### src/rtl/line_scan_pkg.sv
// Shared types and default timing constants for the line-scan sequencer.
package line_scan_pkg;

  typedef enum logic [2:0] {
    ST_IDLE,
    ST_SYNC,
    ST_RUN,
    ST_BLANK,
    ST_DONE
  } state_e;

  localparam int DEF_DWIDTH    = 8;
  localparam int DEF_ACT_START = 2;
  localparam int DEF_ACT_LEN   = 4;
  localparam int DEF_BLANK_CYC = 3;
  localparam int DEF_N_LINES   = 2;

  // Last counter value that still lies inside the active window.
  function automatic int act_end(input int act_start, input int act_len);
    return act_start + act_len - 1;
  endfunction

  localparam int DEF_ACT_END = act_end(DEF_ACT_START, DEF_ACT_LEN);

endpackage

### src/rtl/line_scan_ctrl_blank_timer.sv
// Load/count/expire down-counter; times line blanking and, when enabled,
// doubles as the RUN-state watchdog.
module blank_timer #(
  parameter int W = 8
) (
  input  logic         clk,
  input  logic         rst,
  input  logic         load_i,
  input  logic [W-1:0] load_val_i,
  input  logic         dec_i,
  output logic         expired_o
);

  logic [W-1:0] cnt_q;

  always_ff @(posedge clk or negedge rst) begin
    if (!rst) begin
      cnt_q <= '0;
    end else if (load_i) begin
      cnt_q <= load_val_i;
    end else if (dec_i && (cnt_q != '0)) begin
      cnt_q <= cnt_q - W'(1);
    end
  end

  assign expired_o = (cnt_q == '0);

endmodule

### src/rtl/line_scan_ctrl.sv
// Pixel-counter sequencer: clears/enables the counter per line, frames the
// active window, blanks between lines and flags frame completion.
// Optional RUN watchdog with sticky err: define LINE_SCAN_CTRL_TIMEOUT_EN.
module line_scan_ctrl
  import line_scan_pkg::*;
#(
  parameter int DWIDTH    = DEF_DWIDTH,
  parameter int ACT_START = DEF_ACT_START,
  parameter int ACT_LEN   = DEF_ACT_LEN,
  parameter int BLANK_CYC = DEF_BLANK_CYC,
  parameter int N_LINES   = DEF_N_LINES,
  parameter int LWIDTH    = $clog2(N_LINES) + 1
) (
  input  logic              clk,
  input  logic              rst,
  input  logic              start,
  input  logic              abort,
  input  logic [DWIDTH-1:0] cnt_val,
  output logic              cnt_clr,
  output logic              cnt_en,
  output logic              pix_valid,
  output logic [LWIDTH-1:0] line_idx,
  output logic              line_done,
  output logic              frame_done,
  output logic              busy,
  output logic              err
);

  localparam logic [DWIDTH-1:0] ACT_START_V = DWIDTH'(ACT_START);
  localparam logic [DWIDTH-1:0] ACT_END_V   = DWIDTH'(act_end(ACT_START, ACT_LEN));
  localparam logic [LWIDTH-1:0] LAST_LINE   = LWIDTH'(N_LINES - 1);
  // Timer must hold both BLANK_CYC-1 and the watchdog reload 2^DWIDTH-1.
  localparam int TW = ($clog2(BLANK_CYC) > DWIDTH) ? $clog2(BLANK_CYC) : DWIDTH;

  state_e            state_q, state_d;
  logic [LWIDTH-1:0] line_idx_q, line_idx_d;
  logic              tmr_load, tmr_dec, tmr_expired;
  logic [TW-1:0]     tmr_val;
  logic              win_end;
  logic              wdog_trip;

  assign win_end = (state_q == ST_RUN) && (cnt_val == ACT_END_V);

`ifdef LINE_SCAN_CTRL_TIMEOUT_EN
  logic err_q, err_d;

  assign wdog_trip = (state_q == ST_RUN) && !win_end && tmr_expired;

  always_comb begin
    err_d = err_q;
    if ((state_q == ST_IDLE) && start && !abort) begin
      err_d = 1'b0;
    end else if (wdog_trip && !abort) begin
      err_d = 1'b1;
    end
  end

  always_ff @(posedge clk or negedge rst) begin
    if (!rst) begin
      err_q <= 1'b0;
    end else begin
      err_q <= err_d;
    end
  end

  assign err = err_q;
`else
  assign wdog_trip = 1'b0;
  assign err       = 1'b0;
`endif

  // The window end reloads the timer for blanking; SYNC arms the watchdog.
  always_comb begin
    tmr_load = win_end;
    tmr_val  = TW'(BLANK_CYC - 1);
    tmr_dec  = (state_q == ST_BLANK);
`ifdef LINE_SCAN_CTRL_TIMEOUT_EN
    if (state_q == ST_SYNC) begin
      tmr_load = 1'b1;
      tmr_val  = TW'(2 ** DWIDTH - 1);
    end
    if (state_q == ST_RUN) begin
      tmr_dec = 1'b1;
    end
`endif
  end

  blank_timer #(
    .W(TW)
  ) u_timer (
    .clk       (clk),
    .rst       (rst),
    .load_i    (tmr_load),
    .load_val_i(tmr_val),
    .dec_i     (tmr_dec),
    .expired_o (tmr_expired)
  );

  always_comb begin
    state_d    = state_q;
    line_idx_d = line_idx_q;
    case (state_q)
      ST_IDLE: begin
        if (start) begin
          state_d    = ST_SYNC;
          line_idx_d = '0;
        end
      end
      ST_SYNC: state_d = ST_RUN;
      ST_RUN: begin
        if (win_end) begin
          state_d = ST_BLANK;
        end else if (wdog_trip) begin
          state_d    = ST_IDLE;
          line_idx_d = '0;
        end
      end
      ST_BLANK: begin
        if (tmr_expired) begin
          if (line_idx_q == LAST_LINE) begin
            state_d = ST_DONE;
          end else begin
            state_d    = ST_SYNC;
            line_idx_d = line_idx_q + LWIDTH'(1);
          end
        end
      end
      ST_DONE: begin
        state_d    = ST_IDLE;
        line_idx_d = '0;
      end
      default: begin
        state_d    = ST_IDLE;
        line_idx_d = '0;
      end
    endcase
    if (abort) begin
      state_d    = ST_IDLE;
      line_idx_d = '0;
    end
  end

  always_ff @(posedge clk or negedge rst) begin
    if (!rst) begin
      state_q    <= ST_IDLE;
      line_idx_q <= '0;
    end else begin
      state_q    <= state_d;
      line_idx_q <= line_idx_d;
    end
  end

  assign cnt_clr    = (state_q == ST_SYNC);
  assign cnt_en     = (state_q == ST_RUN);
  assign pix_valid  = (state_q == ST_RUN) && (cnt_val >= ACT_START_V) && (cnt_val <= ACT_END_V);
  assign line_done  = win_end && !abort;
  assign frame_done = (state_q == ST_DONE) && !abort;
  assign busy       = (state_q != ST_IDLE);
  assign line_idx   = line_idx_q;

endmodule

### config.mk
export PLATFORM = sky130hd
export DESIGN_NAME = line_scan_ctrl
export DESIGN_NICKNAME = d
export VERILOG_FILES = /design/src/rtl/line_scan_pkg.sv /design/src/rtl/line_scan_ctrl_blank_timer.sv /design/src/rtl/line_scan_ctrl.sv
export SDC_FILE = /design/constraint.sdc
export NUM_CORES = 1
export LEC_CHECK = 0
export CAP_MARGIN = 20
export CORE_MARGIN = 2
export CORE_UTILIZATION = 36
export CTS_BUF_LIST = sky130_fd_sc_hd__clkbuf_4 sky130_fd_sc_hd__clkbuf_8 sky130_fd_sc_hd__clkbuf_16
export DETAILED_ROUTE_END_ITERATION = 7
export GPL_TIMING_DRIVEN = 0
export PLACE_DENSITY_LB_ADDON = 0.1
export SLEW_MARGIN = 20
export SYNTH_ARGS = -nofsm -noshare
export SYNTH_HDL_FRONTEND = slang
export SYNTH_HIERARCHICAL = 1
export SYNTH_SLANG_ARGS = --single-unit
### constraint.sdc
create_clock -name clk -period 3.3 [get_ports clk]
set_clock_uncertainty 0.2 [all_clocks]
set_input_delay 0.33 -clock clk [delete_from_list [all_inputs] [get_ports clk]]
set_output_delay 0.33 -clock clk [all_outputs]
set_load 0.02 [all_outputs]
## Word-level counts from Yosys, hierarchy flattened

Index checks and enable logic that the tools add are counted.

- Reductions and logical operators: 15
- Order comparisons: 2
- Equality and inequality tests: 11
- Mux-type cells: 13
- $add $sub $neg: 2

Operator list:

| kind | count |
|---|---|
| $mux W8 | 2 |
| $mux W3 | 5 |
| $pmux W3 S4 | 1 |
| $ne A3 B3 Y1 const B | 3 |
| $eq A8 B3 Y1 const B | 1 |
| $ge A8 B2 Y1 const B | 1 |
| $le A8 B3 Y1 const B | 1 |
| $logic_not A8 Y1 | 1 |
| $mux W2 | 4 |
| $reduce_bool A8 Y1 | 1 |
| $sub A8 B1 Y8 const B | 1 |
| $eq A3 B2 Y1 const B | 2 |
| $logic_and A1 B1 Y1 | 6 |
| $pmux W2 S3 | 1 |
| $reduce_and A4 Y1 | 1 |
| $eq A3 B1 Y1 const B | 1 |
| $eq A3 B3 Y1 const B | 1 |
| $logic_not A3 Y1 | 1 |
| $ne A3 B2 Y1 const B | 1 |
| $reduce_and A3 Y1 | 1 |
| $reduce_bool A3 Y1 | 1 |
| $add A2 B1 Y2 const B | 1 |
| $eq A2 B1 Y1 const B | 1 |
| $ne A2 B1 Y1 const B | 1 |
| other kinds (3) | 3 |

- Input bits: 12
- Bits in registers: 13
- Output and inout port bits: 9

## Longest topological paths before layout

Gate-level depths: netlist (run 1).

- Depth in word-level cells: 5
- Gate-level depth with buffers: 7

## By module

Netlist (run 1), hierarchy kept.

Modules (own cells, without submodules):

| module | cells an instance | times used | area each (um^2) |
|---|---|---|---|
| blank_timer | 58 | 1 | 528.0 |
| line_scan_ctrl | 51 | 1 | 414.1 |

## Least setup slack after synthesis (run 1)

OpenSTA, ideal clock, no wires.

- Kind: reg-to-reg
- From: register u_timer.cnt_q[0]
- To: register state_q[0]
- Slack: 0.975 ns
- Period minus slack after synthesis: 2.325 ns
- Arrival: 2.025 ns
- Cell stages (with the launch flop): 8
- Cell sequence: dfrtp_1 > inv_1 > ha_1 > or3b_2 > nor2_1 > or2b_1 > a221o_1 > o32ai_1

- Cells in the longest elaborated chain, start to end: 3

RTL lines:

| item | line | source |
|---|---|---|
| from (decl) | line_scan_ctrl_blank_timer.sv:14 | `logic [W-1:0] cnt_q;` |
| from (signal assigned) | line_scan_ctrl_blank_timer.sv:20 | `cnt_q <= load_val_i;` |
| from (signal assigned) | line_scan_ctrl_blank_timer.sv:22 | `cnt_q <= cnt_q - W'(1);` |
| $logic_not A8 Y1 | line_scan_ctrl_blank_timer.sv:26 | `assign expired_o = (cnt_q == '0);` |
| via tmr_expired | line_scan_ctrl.sv:37 | `logic tmr_load, tmr_dec, tmr_expired;` |
| $ne A3 B3 Y1 (no line) | -- |  |
| $reduce_and A3 Y1 (no line) | -- |  |
| to (signal assigned) | line_scan_ctrl.sv:148 | `state_q <= state_d;` |
| to (decl) | line_scan_ctrl.sv:35 | `state_e state_q, state_d;` |

The timed path passes the listed nets, and every way through them passes these cells.
A chain may end at the register's enable or synchronous reset.

## Worst setup path after layout (run 1)

- From: input cnt_val[3]
- To: register u_timer.cnt_q[7]

- Cells in the longest elaborated chain, start to end: 3

RTL lines:

| item | line | source |
|---|---|---|
| from (decl) | line_scan_ctrl.sv:18 | `input logic [DWIDTH-1:0] cnt_val,` |
| $eq A8 B3 Y1 * | line_scan_ctrl.sv:42 | `assign win_end = (state_q == ST_RUN) && (cnt_val == ACT_END_V);` |
| $logic_and A1 B1 Y1 * | line_scan_ctrl.sv:42 |  |
| via tmr_load | line_scan_ctrl.sv:37 |  |
| $mux W8 or $reduce_bool A2 Y1 (tied branches) | -- |  |

Mark *: on every way through the listed nets, which the timed path passes. The rest lies on a longest branch.

==> metrics, run 1 <==
tightest hold margin 0.237 ns; dpl cells 165; post_cts resized 0; VDD IR max ~310 µV; DIE AREA between 0.003 and 0.004 mm²; DRC Markers 0; reg2reg start u_timer/cnt_q[0]$_DFFE_PN0P_; Worst path max stage delay 0.48 ns; EDFF count, synth 0; register area share after synthesis 34.5%; DRT antenna net count 0; Setup TNS 0 ns; r2r setup slk 0.68 ns; Port Buffers 19; Worst-Skew Late Latency approximately 0.27 ns; Tmin final 2.77 ns; post-DP HPWL roughly 1700 µm; clock buffer depth 2; synthesized flop and latch total 13; CP startpoint kind primary input; CTS Buf Count 3; htree depth 1; CP Class in -> reg; share of cells above drive strength 1 8.63%; max-cap violations 0; global-route wire length before repair 3810 µm; die height 55.2 µm; Critical Path Stages 7; total congestion overflow 0; Syn-to-layout area delta 30.1%; Initial DRC Count 28; syn avg cell area approximately 8.6 µm²; worst min path class in -> async; CP required around 3.3 ns; Netlist Area Pre-Place approximately 940 µm²; initial antenna violation count 0; Ys Warns 6; PwrDens 425 mW/mm²; GRT Util Overall 17.3%; final wirelength 2230 µm; vias in the first global route 902; CTS clock-pin slew for the worst setup and hold paths 0.08 ns; Num Clock Sinks 13; Starting Density 38.0%; synth unique cells 46; worst path bufs/invs 2; CP Cell Sequence clkdlybuf4s50_1 > nor4b_1 > nand3_1 > nor3_1 > clkinv_1 > o311a_1 > a221o_1; # hold bufs at CTS 0; ANT cells 0; Slew Viols, Final 0; core area 0.00248 mm²; RR Endpoint state_q[0]$_DFFE_PN0P_; Lkg Pwr 0.467 nW; Setup Buffers After CTS 0; critical path data arrival time 2.73 ns; worst slew pin tran 0.633 ns; unrepaired setup endpoints after global routing false; Max transition margin between 50% and 60%; vias per inst between 5 and 6; Worst Reg2Reg Path Length in Cells 7; post-synthesis instance total between 100 and 150; FP Rows 18; period utilisation layout 84.0%; Setup-failing EPs final 0; WL/cell 13.2 µm; drt pass-1 iters 4; commonest non-fill, non-tap cell in the layout clkdlybuf4s50_1; CTS tree done; Die Wd 55.2 µm; Max FO, Critical Path 10; ys async rst share 100%; Non-Filler Instances 169; fmax 0.361 GHz; Worst setup EP type flop; largest net degree at the start of global routing 14; CTS Root Cell clkbuf_4; Crit path max-delay family simple AND/OR/NAND/NOR gates; most frequent cells in the layout 19 x clkdlybuf4s50_1, 13 x dfrtp_1, 10 x nor2_1; IO Count 21; Hold Vio Cnt, Final 0; vias 941; slowest stage cell on the critical path nor3_1; outcome finished, final reports clean; Synth Flop Type dfrtp_1; layout net count ~160; Placer Congestion 0.757
-- registers in the layout, indices dropped and copies added, names as in the netlist --
register and count:
state_q 3, line_idx 2, u_timer/cnt_q 8
-- worst max path at each step --
stage / start / to
2_1_floorplan: u_timer/cnt_q[0]$_DFFE_PN0P_ / state_q[0]$_DFFE_PN0P_
3_3_place_gp: cnt_val[3] / u_timer/cnt_q[7]$_DFFE_PN0P_
3_5_place_dp: cnt_val[3] / u_timer/cnt_q[7]$_DFFE_PN0P_
4_1_cts: cnt_val[3] / u_timer/cnt_q[7]$_DFFE_PN0P_
5_1_grt: cnt_val[3] / u_timer/cnt_q[7]$_DFFE_PN0P_
6_report: cnt_val[3] / u_timer/cnt_q[7]$_DFFE_PN0P_
-- area by class of cell --
type | count | area (µm²)
inverters | 6 | 22.5
flip-flops and latches | 13 | 325
clock buffers | 4 | 30.0
fillers | 248 | 1250
plain buffers | 6 | 43.8
well taps | 30 | 37.5
repair buffers | 19 | 190
multi-input cells | 91 | 577
-- cells in the mapped netlist (all sizes together) (2+ instances only) --
cell | number | share of area (%)
nor2b | 2 | 1.3
or2 | 2 | 1.3
nand3 | 3 | 1.6
nor4b | 3 | 2.8
nor3b | 4 | 3.2
nand4 | 2 | 1.3
a221o | 3 | 3.2
nand2b | 2 | 1.3
nor3 | 8 | 4.2
a21oi | 6 | 3.2
dfrtp | 13 | 35
a211o | 2 | 2.0
or4 | 3 | 2.4
ha | 3 | 4.0
inv | 5 | 2.0
nand2 | 5 | 2.0
conb | 2 | 0.80
or3b | 2 | 1.9
or3 | 2 | 1.5
nor2 | 10 | 4.0
buf | 5 | 4.2
a31oi | 3 | 2.0
o21ai | 2 | 1.1
-- per-stage QoR --
step           total power [W]  setup WS [ns]  cell area [µm²]  utilization (%)
2_1_floorplan         0.000353          0.975              968                -
3_3_place_gp          0.000407          0.262             1200             48.3
3_5_place_dp          0.000414          0.229             1200             48.3
4_1_cts               0.000523          0.519             1230             49.5
5_1_grt               0.000569          0.360             1230             49.5
6_report              0.000522          0.527             1230             49.5
-- routing by layer --
layer	vias to the layer above	routed length (µm)	track usage [%]
met5	-	0	0
met2	24	1090	30.8
met3	7	95	2.96
li1	464	-	-
met4	0	51	7.32
met1	446	993	20.4
-- cell families after synthesis --
logic type / after synthesis / share of synthesized area, %
flip-flops: 13 / 34.5
AO/OA/AOI/OAI: 25 / 19.8
buffers and inverters: 12 / 7.04
XOR/XNOR: 1 / 0.930
other: 2 / 0.797
adder cells (fa/ha/maj): 3 / 3.98
AND/OR/NAND/NOR: 53 / 32.9
-- power by group --
part,internal [W],switching (W)
clock,0.0000550,0.0000529
combinational,0.0000964,0.0000939
sequential,0.000190,0.0000336
total,0.000341,0.000180
Note: power is estimated with default switching activity, not from simulation.
==> run 2: changes to the inputs <==
==> constraint.sdc (replaced) <==
create_clock -name clk -period 2.4 [get_ports clk]
set_clock_uncertainty 0.2 [all_clocks]
set_input_delay 0.24 -clock clk [delete_from_list [all_inputs] [get_ports clk]]
set_output_delay 0.24 -clock clk [all_outputs]
set_load 0.02 [all_outputs]
==> metrics, run 2 (same netlist as run 1, synthesis figures left out) <==
outcome finished, final reports clean; Sw Ratio 35.0% (+0.39 points); Clk network pwr share 20.7% (about the same); Worst setup EP type flop; PwrDens 570 mW/mm² (+34%); Initial DRC Count 29 (+3.6%); final wirelength 2310 µm (+3.8%); largest net degree at the start of global routing 14 (unchanged); logic gate share of total power 36.9% (+0.4 points); core area 0.00248 mm² (unchanged); CP startpoint kind flop; worst slew pin tran 0.638 ns (+0.00490 ns); Starting Density 38.0% (unchanged); Setup-failing EPs final 0 (unchanged); fmax 0.436 GHz; vias in the first global route 923 (+2.3%); Syn-to-layout area delta 35.1%; DRC Markers 0 (unchanged); Max transition margin 57.1% (-0.63 points); Worst-Skew Late Latency 0.27 ns (about the same); r2r setup slk 0.11 ns (-0.57 ns); DIE AREA 0.00304 mm² (unchanged); Tmin final 2.29 ns; Placer Congestion 0.757 (unchanged); critical path data arrival time 2.26 ns (-0.47 ns); most frequent cells in the layout 17 x clkdlybuf4s50_1, 13 x dfrtp_1, 9 x conb_1; P_int 0.000471 W (+38%); Die Wd 55.2 µm (unchanged); Crit path max-delay family simple AND/OR/NAND/NOR gates; max-cap violations 0 (unchanged); drt pass-1 iters 4 (unchanged); clock buffer depth 2 (unchanged); post-DP HPWL 1680 µm (unchanged); Fill cells 246 (-0.81%); global-route wire length before repair 3880 µm (+1.8%); Max FO, Critical Path 4 (-6); worst min path class in -> async; IO Count 21 (unchanged); CTS Root Cell clkbuf_4; CTS clock-pin slew for the worst setup and hold paths 0.08 ns (about the same); period utilisation layout 95.6%; GRT Util Overall 17.6% (+0.28 points); CP Class reg -> reg; Port Buffers 19 (unchanged); slowest stage cell on the critical path or3b_4; share of cells above drive strength 1 13.6% (+4.9 points); WL/cell 13.6 µm (+3.2%); ANT cells 0 (unchanged); layout net count 156 (+0.65%); total congestion overflow 0 (unchanged); FP Rows 18 (unchanged); vias 944 (+0.32%); CP Cell Sequence inv_1 > ha_1 > or3b_4 > nor2_4 > or2b_1 > a221o_1 > o32ai_1; CTS Buf Count 3 (unchanged); htree depth 1 (unchanged); DRT antenna net count 0 (unchanged); worst path bufs/invs 1 (-1); Power Total 0.000725 W (+39%); commonest non-fill, non-tap cell in the layout clkdlybuf4s50_1; Num Clock Sinks 13 (unchanged); max FFs per register 8 (unchanged); Worst path max stage delay 0.43 ns (-0.05 ns); switching power 0.000254 W (+41%); CP required 2.37 ns (-0.89 ns); Seq pwr share 42.4% (-0.4 points); Lkg Pwr 0.503 nW (+7.6%); Slew Viols, Final 0 (unchanged); VDD IR max 436 µV (+40%); CTS tree done; final instance area 0.00127 mm² (+3.8%); vias per inst 5.55 (-0.27%); Hold Vio Cnt, Final 0 (unchanged); initial antenna violation count 0 (unchanged); die height 55.2 µm (unchanged); Reg with most FFs u_timer/cnt_q; dpl cell area 0.00120 mm² (unchanged)
run 2: layer usage:
metal / GRT usage [%] / up-vias / wire length, µm
met3: 2.96 / 2 / 105
met2: 30.8 / 28 / 1200
met5: 0 / - / 0
li1: - / 472 / -
met1: 20.9 / 442 / 997
met4: 8.13 / 0 / 14
run 2: final timing paths:
kind,start,to,depth (start not counted)
setup / recovery,u_timer/cnt_q[0]$_DFFE_PN0P_,state_q[0]$_DFFE_PN0P_,7
hold / removal,rst,u_timer/cnt_q[2]$_DFFE_PN0P_,1
setup reg to reg,u_timer/cnt_q[0]$_DFFE_PN0P_,state_q[0]$_DFFE_PN0P_,7
hold reg to reg,u_timer/cnt_q[1]$_DFFE_PN0P_,u_timer/cnt_q[1]$_DFFE_PN0P_,2
max in group asynchronous,rst,u_timer/cnt_q[0]$_DFFE_PN0P_,1
min in group clk,u_timer/cnt_q[1]$_DFFE_PN0P_,u_timer/cnt_q[1]$_DFFE_PN0P_,2
run 2: power groups by stage:
| stage | clock network (W) | logic (W) | registers, W |
|---|---|---|---|
| after floorplan | 0 | 0.000186 | 0.000299 |
| after global placement | 0 | 0.000250 | 0.000309 |
| after detailed placement | 0 | 0.000259 | 0.000310 |
| after CTS | 0.000153 | 0.000262 | 0.000306 |
| after global routing | 0.000163 | 0.000311 | 0.000316 |
| final | 0.000150 | 0.000268 | 0.000307 |
run 2: repair_timing:
| action | 4_1_cts | 5_1_grt |
|---|---|---|
| setup endpoints to repair | 11 | 10 |
| hold buffers | 0 | 0 |
| resized for setup | 5 | 8 |
| setup buffers | 1 | 0 |
| pin swaps | 1 | 0 |
run 2: final cells by class:
cell class / instances / area (µm²) / share of cell area [%]
buffer: 6 / 45.0 / 3.54
inverter: 6 / 23.8 / 1.87
sequential: 13 / 325 / 25.6
timing repair buffer: 20 / 199 / 15.6
clock buffer: 4 / 30.0 / 2.36
tap: 30 / 37.5 / 2.95
multi-input combinational: 91 / 612 / 48.1
run 2: metrics by stage:
step	std cells	utilization (%)	setup TNS, ns	worst slack (ns)	hold slack [ns]
after global placement	165	48.3	-3.10	-0.548	0.362
after detailed placement	165	48.3	-3.46	-0.581	0.371
after global routing	170	51.4	-0.00191	-0.00191	0.185
after CTS	170	50.3	0	0.0300	0.164
after floorplan	116	-	0	0.0745	-0.256
final	170	51.4	0	0.105	0.147
run 2: worst reg2reg max path, stage by stage (launching register included):
cell     delay (ns)
dfrtp_1        0.41
inv_1          0.11
ha_1           0.21
or3b_4         0.43
nor2_4         0.12
or2b_1         0.22
a221o_1        0.35
o32ai_1        0.14
==> run 3: changes to the inputs <==
--- a/config.mk
+++ b/config.mk
@@ -7,7 +7,7 @@
 export LEC_CHECK = 0
 export CAP_MARGIN = 20
 export CORE_MARGIN = 2
-export CORE_UTILIZATION = 36
+export CORE_UTILIZATION = 44
 export CTS_BUF_LIST = sky130_fd_sc_hd__clkbuf_4 sky130_fd_sc_hd__clkbuf_8 sky130_fd_sc_hd__clkbuf_16
 export DETAILED_ROUTE_END_ITERATION = 7
 export GPL_TIMING_DRIVEN = 0
==> metrics, run 3 (same netlist as run 1, synthesis figures left out) <==
Max transition margin 55.1% (-2.0 points); IO Count 21 (unchanged); post-DP HPWL 1550 µm (-7.9%); max FFs per register 8 (unchanged); vias 918 (-2.8%); DIE AREA 0.00253 mm² (-17%); fmax 0.439 GHz (+0.65%); Tmin final 2.28 ns (-0.0149 ns); DRC Markers 0 (unchanged); drt pass-1 iters 4 (unchanged); CP Class reg -> out; commonest non-fill, non-tap cell in the layout clkdlybuf4s50_1; vias in the first global route 934 (+1.2%); WL/cell 13.9 µm (+1.9%); critical path data arrival time 1.84 ns (-0.42 ns); global-route wire length before repair 4060 µm (+4.6%); Placer Congestion 0.799 (+5.6%); worst path bufs/invs 2 (+1); tightest hold margin 0.133 ns (-0.0139 ns); total congestion overflow 0 (unchanged); unrepaired setup endpoints after global routing false; Lkg Pwr 0.510 nW (+1.5%); Port Buffers 19 (unchanged); largest net degree at the start of global routing 14 (unchanged); Worst path max stage delay 0.55 ns (+0.12 ns); clock buffer depth 2 (unchanged); initial antenna violation count 0 (unchanged); share of cells above drive strength 1 16.3% (+2.7 points); outcome finished, final reports clean; CP required 1.96 ns (-0.41 ns); VDD IR max 470 µV (+7.7%); CTS tree done; CTS Buf Count 3 (unchanged); CTS Root Cell clkbuf_4; Die Wd 50.3 µm (-8.8%); Starting Density 47.5% (+9.5 points); Setup-failing EPs final 0 (unchanged); slowest stage cell on the critical path clkdlybuf4s50_1; Power Total 0.000737 W (+1.7%); RR Endpoint state_q[0]$_DFFE_PN0P_; reg2reg start u_timer/cnt_q[0]$_DFFE_PN0P_; Slew Viols, Final 0 (unchanged); r2r setup slk 0.12 ns (about the same); ANT cells 0 (unchanged); GRT Util Overall 21.0% (+3.4 points); vias per inst 5.46 (-1.6%); period utilisation layout 95.0% (-0.62 points); CP Cell Sequence buf_2 > or3_2 > clkdlybuf4s50_1; core area 0.00198 mm² (-20%); worst slew pin tran 0.667 ns (+0.0297 ns); Syn-to-layout area delta 35.9%; Worst setup EP type output pin; Worst-Skew Late Latency 0.28 ns (about the same); die height 50.3 µm (-8.8%); worst min path class in -> async; CTS clock-pin slew for the worst setup and hold paths 0.09 ns (about the same); Max FO, Critical Path 10 (+6); final wirelength 2330 µm (+0.73%); Hold Vio Cnt, Final 0 (unchanged); Worst Reg2Reg Path Length in Cells 7 (unchanged); htree depth 1 (unchanged); layout net count 157 (+0.64%); PwrDens 576 mW/mm² (+1.1%); Crit path max-delay family buffers and inverters; max-cap violations 0 (unchanged); Reg with most FFs u_timer/cnt_q; FP Rows 16 (-2); CP startpoint kind flop; Initial DRC Count 24 (-17%); most frequent cells in the layout 17 x clkdlybuf4s50_1, 13 x dfrtp_1, 9 x conb_1; Num Clock Sinks 13 (unchanged); DRT antenna net count 0 (unchanged)
[run 3: cell count changes in the layout (fill, tap and decap cells not counted), sizes merged]
cell / before / now
buf: 6 / 7
inv: 5 / 6
clkinv: 1 / 0
[run 3: worst max-delay path by stage]
stage / from / endpoint / slack (ns) / cells after the start
2_1_floorplan: u_timer/cnt_q[0]$_DFFE_PN0P_ / state_q[0]$_DFFE_PN0P_ / 0.07 / 7
3_3_place_gp: cnt_val[3] / u_timer/cnt_q[7]$_DFFE_PN0P_ / -0.60 / 7
3_5_place_dp: cnt_val[3] / u_timer/cnt_q[7]$_DFFE_PN0P_ / -0.61 / 7
4_1_cts: cnt_val[3] / u_timer/cnt_q[7]$_DFFE_PN0P_ / 0.03 / 7
5_1_grt: u_timer/cnt_q[0]$_DFFE_PN0P_ / state_q[0]$_DFFE_PN0P_ / 0.003 / 7
6_report: state_q[0]$_DFFE_PN0P_ / busy / 0.12 / 3
[run 3: area by class of cell]
| cell class | count | area (µm²) |
|---|---|---|
| plain buffers | 6 | 45.0 |
| multi-input cells | 91 | 617 |
| well taps | 27 | 33.8 |
| flip-flops and latches | 13 | 325 |
| fillers | 161 | 702 |
| clock buffers | 4 | 30.0 |
| repair buffers | 21 | 206 |
| inverters | 6 | 22.5 |
[run 3: per-layer routing]
layer / share of wire [%] / GRT usage [%] / vias up / routed length [µm]
met2: 46 / 33.6 / 27 / 1070
li1: - / - / 464 / -
met4: 1.7 / 9.72 / 0 / 40
met3: 4.8 / 2.98 / 4 / 112
met5: 0 / 0 / - / 0
met1: 47 / 27.9 / 423 / 1100
[run 3: power breakdown]
group	total, W	switching [W]	internal [W]
clock network	0.000156	0.0000798	0.0000758
registers	0.000309	0.0000482	0.000261
logic	0.000272	0.000134	0.000139
[run 3: repair_timing]
item | 4_1_cts | 5_1_grt
hold buffers | 0 | 0
pin swaps | 1 | 0
setup buffers | 2 | 0
setup endpoints to repair | 12 | 9
endpoints found under the hold margin | 0 | 0
resized for setup | 5 | 10
[run 3: worst reg2reg max path, cell delays in order (launching register included)]
cell and delay, ns:
dfrtp_1 0.41, inv_1 0.12, ha_2 0.21, or3b_4 0.41, nor2_4 0.14, or2b_1 0.23
a221o_1 0.34, o32ai_1 0.12
[run 3: per-stage QoR]
| stage | setup TNS [ns] | util, % | cells | setup WS (ns) | instance area [µm²] |
|---|---|---|---|---|---|
| floorplan | 0 | - | 116 | 0.0745 | 968 |
| global placement | -3.56 | 60.2 | 162 | -0.604 | 1190 |
| detailed placement | -3.63 | 60.2 | 162 | -0.612 | 1190 |
| CTS | 0 | 63.3 | 168 | 0.0257 | 1250 |
| global route | 0 | 64.6 | 168 | 0.00329 | 1280 |
| finish | 0 | 64.6 | 168 | 0.120 | 1280 |
